[config.mk]
export PLATFORM = sky130hd
export DESIGN_NAME = adc_spi_rx
export DESIGN_NICKNAME = d
export VERILOG_FILES = /design/src/rtl/adc_spi_rx.sv
export SDC_FILE = /design/constraint.sdc
export NUM_CORES = 1
export LEC_CHECK = 0
export ABC_AREA = 1
export BUFFER_PORTS_ARGS = -buffer_cell sky130_fd_sc_hd__buf_2
export CORE_ASPECT_RATIO = 1.4
export CORE_MARGIN = 8
export CORE_UTILIZATION = 56
export CTS_CLUSTER_SIZE = 40
export DETAILED_ROUTE_END_ITERATION = 8
export PLACE_DENSITY = 0.77
export RECOVER_POWER = 100
export SLEW_MARGIN = 40
export SYNTH_ARGS = -nofsm -noshare
export SYNTH_HDL_FRONTEND = slang
export SYNTH_SLANG_ARGS = --single-unit
export TNS_END_PERCENT = 20
[constraint.sdc]
create_clock -name clk_in -period 2.3 [get_ports clk_in]
set_clock_uncertainty 0.2 [all_clocks]
set_input_delay 0.345 -clock clk_in [delete_from_list [all_inputs] [get_ports clk_in]]
set_output_delay 0.345 -clock clk_in [all_outputs]
set_load 0.02 [all_outputs]
[src/rtl/adc_spi_rx.sv]
// Serial ADC receiver: generates a divided SCLK and chip-select framing, shifts
// in MSB-first data and hands parallel samples to the FIR over valid/ready.
module adc_spi_rx #(
    parameter int DATA_W     = 12,
    parameter int FRAME_BITS = 16,
    parameter int DIV        = 2,
    parameter int CS_GAP     = 4
) (
    input  logic              clk_in,
    input  logic              reset,
    input  logic              en,
    input  logic              adc_miso,
    output logic              adc_sclk,
    output logic              adc_cs_n,
    output logic [DATA_W-1:0] sample_data,
    output logic              sample_valid,
    input  logic              sample_ready,
    output logic              overrun
);

    localparam int CNT_MAX = (DIV > CS_GAP) ? DIV : CS_GAP;
    localparam int CNT_W   = $clog2(CNT_MAX + 1);
    localparam int BIT_W   = $clog2(FRAME_BITS + 1);

    typedef enum logic [1:0] {
        IDLE,
        SETUP,
        SHIFT,
        GAP
    } state_t;

    state_t                state;
    logic [CNT_W-1:0]      cnt;
    logic [BIT_W-1:0]      bit_cnt;
    logic [FRAME_BITS-1:0] shift_reg;
    logic                  half_done;
    logic                  gap_done;

    assign half_done = (cnt == CNT_W'(DIV - 1));
    assign gap_done  = (cnt == CNT_W'(CS_GAP - 1));

    always_ff @(posedge clk_in) begin
        if (reset) begin
            state        <= IDLE;
            cnt          <= '0;
            bit_cnt      <= '0;
            shift_reg    <= '0;
            adc_cs_n     <= 1'b1;
            adc_sclk     <= 1'b0;
            sample_data  <= '0;
            sample_valid <= 1'b0;
            overrun      <= 1'b0;
        end else begin
            overrun <= 1'b0;
            // NOTE: the last non-blocking assignment wins, so a sample load at GAP
            // entry below overrides this accept-clear in the same cycle.
            if (sample_valid && sample_ready) begin
                sample_valid <= 1'b0;
            end

            case (state)
                IDLE: begin
                    if (en) begin
                        state    <= SETUP;
                        adc_cs_n <= 1'b0;
                    end
                end

                SETUP: begin
                    if (half_done) begin
                        state   <= SHIFT;
                        cnt     <= '0;
                        bit_cnt <= '0;
                    end else begin
                        cnt <= cnt + 1'b1;
                    end
                end

                // adc_sclk itself tells which half of the bit period is running
                SHIFT: begin
                    if (!half_done) begin
                        cnt <= cnt + 1'b1;
                    end else begin
                        cnt <= '0;
                        if (!adc_sclk) begin
                            adc_sclk  <= 1'b1;
                            shift_reg <= (shift_reg << 1) | FRAME_BITS'(adc_miso);
                        end else begin
                            adc_sclk <= 1'b0;
                            if (bit_cnt == BIT_W'(FRAME_BITS - 1)) begin
                                state        <= GAP;
                                adc_cs_n     <= 1'b1;
                                sample_data  <= shift_reg[DATA_W-1:0];
                                sample_valid <= 1'b1;
                                overrun      <= sample_valid && !sample_ready;
                            end else begin
                                bit_cnt <= bit_cnt + 1'b1;
                            end
                        end
                    end
                end

                GAP: begin
                    if (gap_done) begin
                        cnt <= '0;
                        if (en) begin
                            state    <= SETUP;
                            adc_cs_n <= 1'b0;
                        end else begin
                            state <= IDLE;
                        end
                    end else begin
                        cnt <= cnt + 1'b1;
                    end
                end

                default: state <= IDLE;
            endcase
        end
    end

endmodule

; After elaboration in Yosys (flattened, before gate mapping)
; Cells that the tools add are included.
[word_totals]
output_inout_bits = 16
in_bits = 5
reg_bits = 38
[classes]
n_eq_ne = 13
bitwise_logic = 5
mux = 28
n_reduce_logical = 15
n_addsub = 2
[ops]
columns = cell, count
row1 = 5-bit two-way mux, 4
row2 = "2-bit != test, second input constant", 7
row3 = 1-bit two-way mux, 12
row4 = 2-bit two-way mux, 6
row5 = 12-bit by 1-bit OR with 12-bit output, 1
row6 = 5-bit case mux with 2 select lines, 1
row7 = 5-bit AND reduction, 2
row8 = 2-bit case mux with 4 select lines, 1
row9 = 3-bit two-way mux, 2
row10 = 3-bit case mux with 2 select lines, 1
row11 = 6-bit AND reduction, 1
row12 = "5-bit by 1-bit adder with 5-bit output, second input constant", 1
row13 = "5-bit by 4-bit equality test with 1-bit output, second input constant", 1
row14 = 5-bit OR reduction, 1
row15 = "2-bit equality test, second input constant", 2
row16 = 1-bit inverter, 4
row17 = 4-bit AND reduction, 1
row18 = 2-bit nonzero test, 2
row19 = "3-bit by 1-bit adder with 3-bit output, second input constant", 1
row20 = "3-bit by 1-bit equality test with 1-bit output, second input constant", 1
row21 = "3-bit by 2-bit equality test with 1-bit output, second input constant", 1
row22 = 1-bit case mux with 3 select lines, 1
row23 = 3-bit AND reduction, 1
row24 = 3-bit nonzero test, 1
row25 = other kinds (6), 7

; Longest topological paths before layout
[depth]
word_depth = 6
depth_mapped = 12
mapped_depth_nobuf = 12

; Worst setup path before layout
; OpenSTA, ideal clock, no wires.
[synth_timing]
path_type = register -> register
from = reg bit_cnt[0]
to = reg sample_data[0]
required_ns = 1.984
slack_ns = 0.512
stages_incl_launch_ff = 11
period_less_slack_ns = 1.788
arrival_time_ns = 1.472
setup_ns = 0.116
path_cell_list = dfxtp_1 ha_1 inv_1 nor3_1 ha_1 inv_1 nor3_4 inv_2 buf_6 nor2_1 nor2_1
[synth_via]
elab_chain_cells = 2
[synth_rtl]
columns = element, line
row1 = start: declaration, 34  ; logic [BIT_W-1:0] bit_cnt;
row2 = start signal: assignment, 97  ; bit_cnt <= bit_cnt + 1'b1;
row3 = 5-bit by 4-bit equality test with 1-bit output, 90  ; if (bit_cnt == BIT_W'(FRAME_BITS - 1)) begin
row4 = 4-bit AND reduction (no source line), n/a
row5 = end signal: assignment, 93  ; sample_data <= shift_reg[DATA_W-1:0];
row6 = end: declaration, 15  ; output logic [DATA_W-1:0] sample_data,
; Every way passes these cells.
; A chain may end at the register's enable or synchronous reset.

; Final worst setup path
[layout_timing]
from = reg bit_cnt[0]
to = reg sample_data[6]
; Same word-level chain as after synthesis.

==> results.txt <==
cts hold-fix bufs -> 0
die width -> 62.5 µm
FF-to-FF Start -> bit_cnt[0]
drt total wl -> 3.51 mm
Peak VDD IR -> 0.596 mV
crit path launch -> bit_cnt[0]
maximum clock rate -> 0.499 GHz
largest net degree at the start of global routing -> 26
hold path depth -> 3
sequential share of the synthesized area -> 0.448
CTS tree -> done
Port Buffers -> 20
Final ANT Viol Nets -> 0
Hold EP -> shift_reg[0]
routed length per instance -> 12.6 µm
DR vias -> 1427
Worst-Skew Late Latency -> 290 ps
fin crit share -> 0.872
Switching Share -> 0.333
Max clock buf depth -> 2
nets@finish -> 258
CP required -> 2330 ps
sw power -> 0.000617 W
final hold violations -> 0
Synth Register Bits -> 38
commonest cells after routing, fill and taps aside -> nor2_1 (60), dfxtp_1 (38), o21ai_0 (32)
global-route wire length before repair -> 5.95 mm
RSZ-0062 raised after global routing -> no
Hold WS -> 92.4 ps
Clock power frac -> 0.299
diode count -> 0
drt first pass iters -> 4
area of the multi-input gates -> 774 µm²
Die H -> 81.1 µm
initial antenna violation count -> 0
leakage -> 0.876 nW
number of buffers added for setup after CTS -> 0
Least-Margin Pin Slew -> 371 ps
Reg power frac -> 0.430
Mapped Cells -> 221
area leader, netlist -> dfxtp_1
CTS H-tree depth -> 2
Remaining DRCs -> 0
Synth cell types -> 25
placeable core area -> 2880 µm²
Fillers -> 288
status -> complete, no violations
Max Slew Vio Count -> 0
Crit Path Max Fanout -> 12
FF-to-FF End -> sample_data[6]
layout cell share with drive strength beyond 1 -> 0.0864
critical path arrival -> 2030 ps
Mapped Nets -> 237
gpl congestion -> 0.845
mean post-synth cell area -> 7.68 µm²
initial core utilization -> 0.590
TNS Setup -> 0 ps
commonest non-fill, non-tap cell in the layout -> nor2_1
internal reg-to-reg setup slack -> 290 ps
Power Dens Cells -> 991 nW/µm²
Detailed Place HPWL -> 2.44 mm
crit path capture type -> flop
vias in the first global route -> 1395
FF-to-FF path depth -> 9
post-synth top area share -> 0.448
crit start category -> flop
Overall Global Routing Usage -> 0.146
final worst path period need -> 2010 ps
CP Class -> flop to flop
Initial DRC Count -> 51
ranking of synthesized cells by area -> dfxtp_1 (45%), nor2_1 (13%), o21ai_0 (8.8%)
combinational power share -> 0.270
Root Buffer Master -> clkbuf_8
Boundary Pins -> 21
GRT Residual Overflow -> 0
max-cap violation count -> 0
Seq. cell area -> 761 µm²
Int Power -> 0.00123 W
final setup fails -> 0
CTS resizes -> 0
Rel. slew slack -> 0.750
vias per cell -> 5.10
die area -> 5070 µm²
Sink Count -> 38
YS warnings -> 0
Num CTS Buffers -> 5
post-synthesis cell area -> 1700 µm²
hold_sp -> adc_miso
Rows -> 23
Reg clk slew, reported paths -> 70 ps
Hold Crit Class -> primary input to flop
Synth-to-Final Area Change -> 10.1%
-- critical path, stage by stage (launching register included) --
cell and delay [ps]:
dfxtp_1 370, ha_1 180, inv_1 50, nor3_1 170, ha_1 200, inv_1 80
nor3_4 190, clkbuf_2 270, o21ai_0 110, nor2_1 110
-- synthesized netlist by cell type (all sizes together) --
cell type / count
nand3: 8
inv: 22
ha: 11
a21oi: 13
nor2: 60
clkbuf: 1
nand2: 20
nand3b: 1
dfxtp: 38
nand4: 1
o21ai: 33
buf: 8
nor3: 3
or2: 2
-- worst max path at each step --
stage	slack [ps]	end	cells past startpoint
4_1_cts	330	sample_data[6]	9
6_report	290	sample_data[6]	9
3_5_place_dp	340	sample_data[6]	9
5_1_grt	90	sample_data[11]	9
3_3_place_gp	410	sample_data[11]	9
2_1_floorplan	510	sample_data[0]	10
-- cell families after synthesis --
family | share of synthesized area
AOI/OAI and AO/OA | 0.140
adders and majority gates | 0.0811
buffers and inverters | 0.0848
DFF | 0.448
and+or+nand+nor | 0.246
-- final cells by class --
class,instances,area share
flip-flops and latches,38,0.407
repair buffers,23,0.0522
multi-input cells,152,0.415
well taps,37,0.0248
inverters,22,0.0442
clock inverters,1,0.0161
clock buffers,7,0.0409
-- metal layers --
metal  wire, µm  global-route usage  up-vias
met5          0                   0        -
met4         68              0.0755        0
met3        101              0.0440        5
met2       1840               0.280       21
met1       1500               0.139      655
li1           -                   -      746
-- power groups by stage --
stage | logic, W | registers [W] | clock network [W]
3_5_place_dp | 0.000525 | 0.000808 | 0
2_1_floorplan | 0.000427 | 0.000804 | 0
4_1_cts | 0.000530 | 0.000795 | 0.000566
6_report | 0.000500 | 0.000797 | 0.000554
3_3_place_gp | 0.000517 | 0.000805 | 0
5_1_grt | 0.000581 | 0.000802 | 0.000587
-- metrics by stage --
step / total power, W / instances / instance area, µm² / util / setup slack [ps]
after global placement: 0.00132 / 272 / 1800 / 0.627 / 408
after CTS: 0.00189 / 280 / 1910 / 0.664 / 328
final: 0.00185 / 280 / 1870 / 0.649 / 295
after global routing: 0.00197 / 280 / 1870 / 0.649 / 94.1
after detailed placement: 0.00133 / 272 / 1800 / 0.627 / 344
after floorplan: 0.00123 / 221 / 1700 / - / 512
No activity file was read; power rests on OpenSTA's default activity.
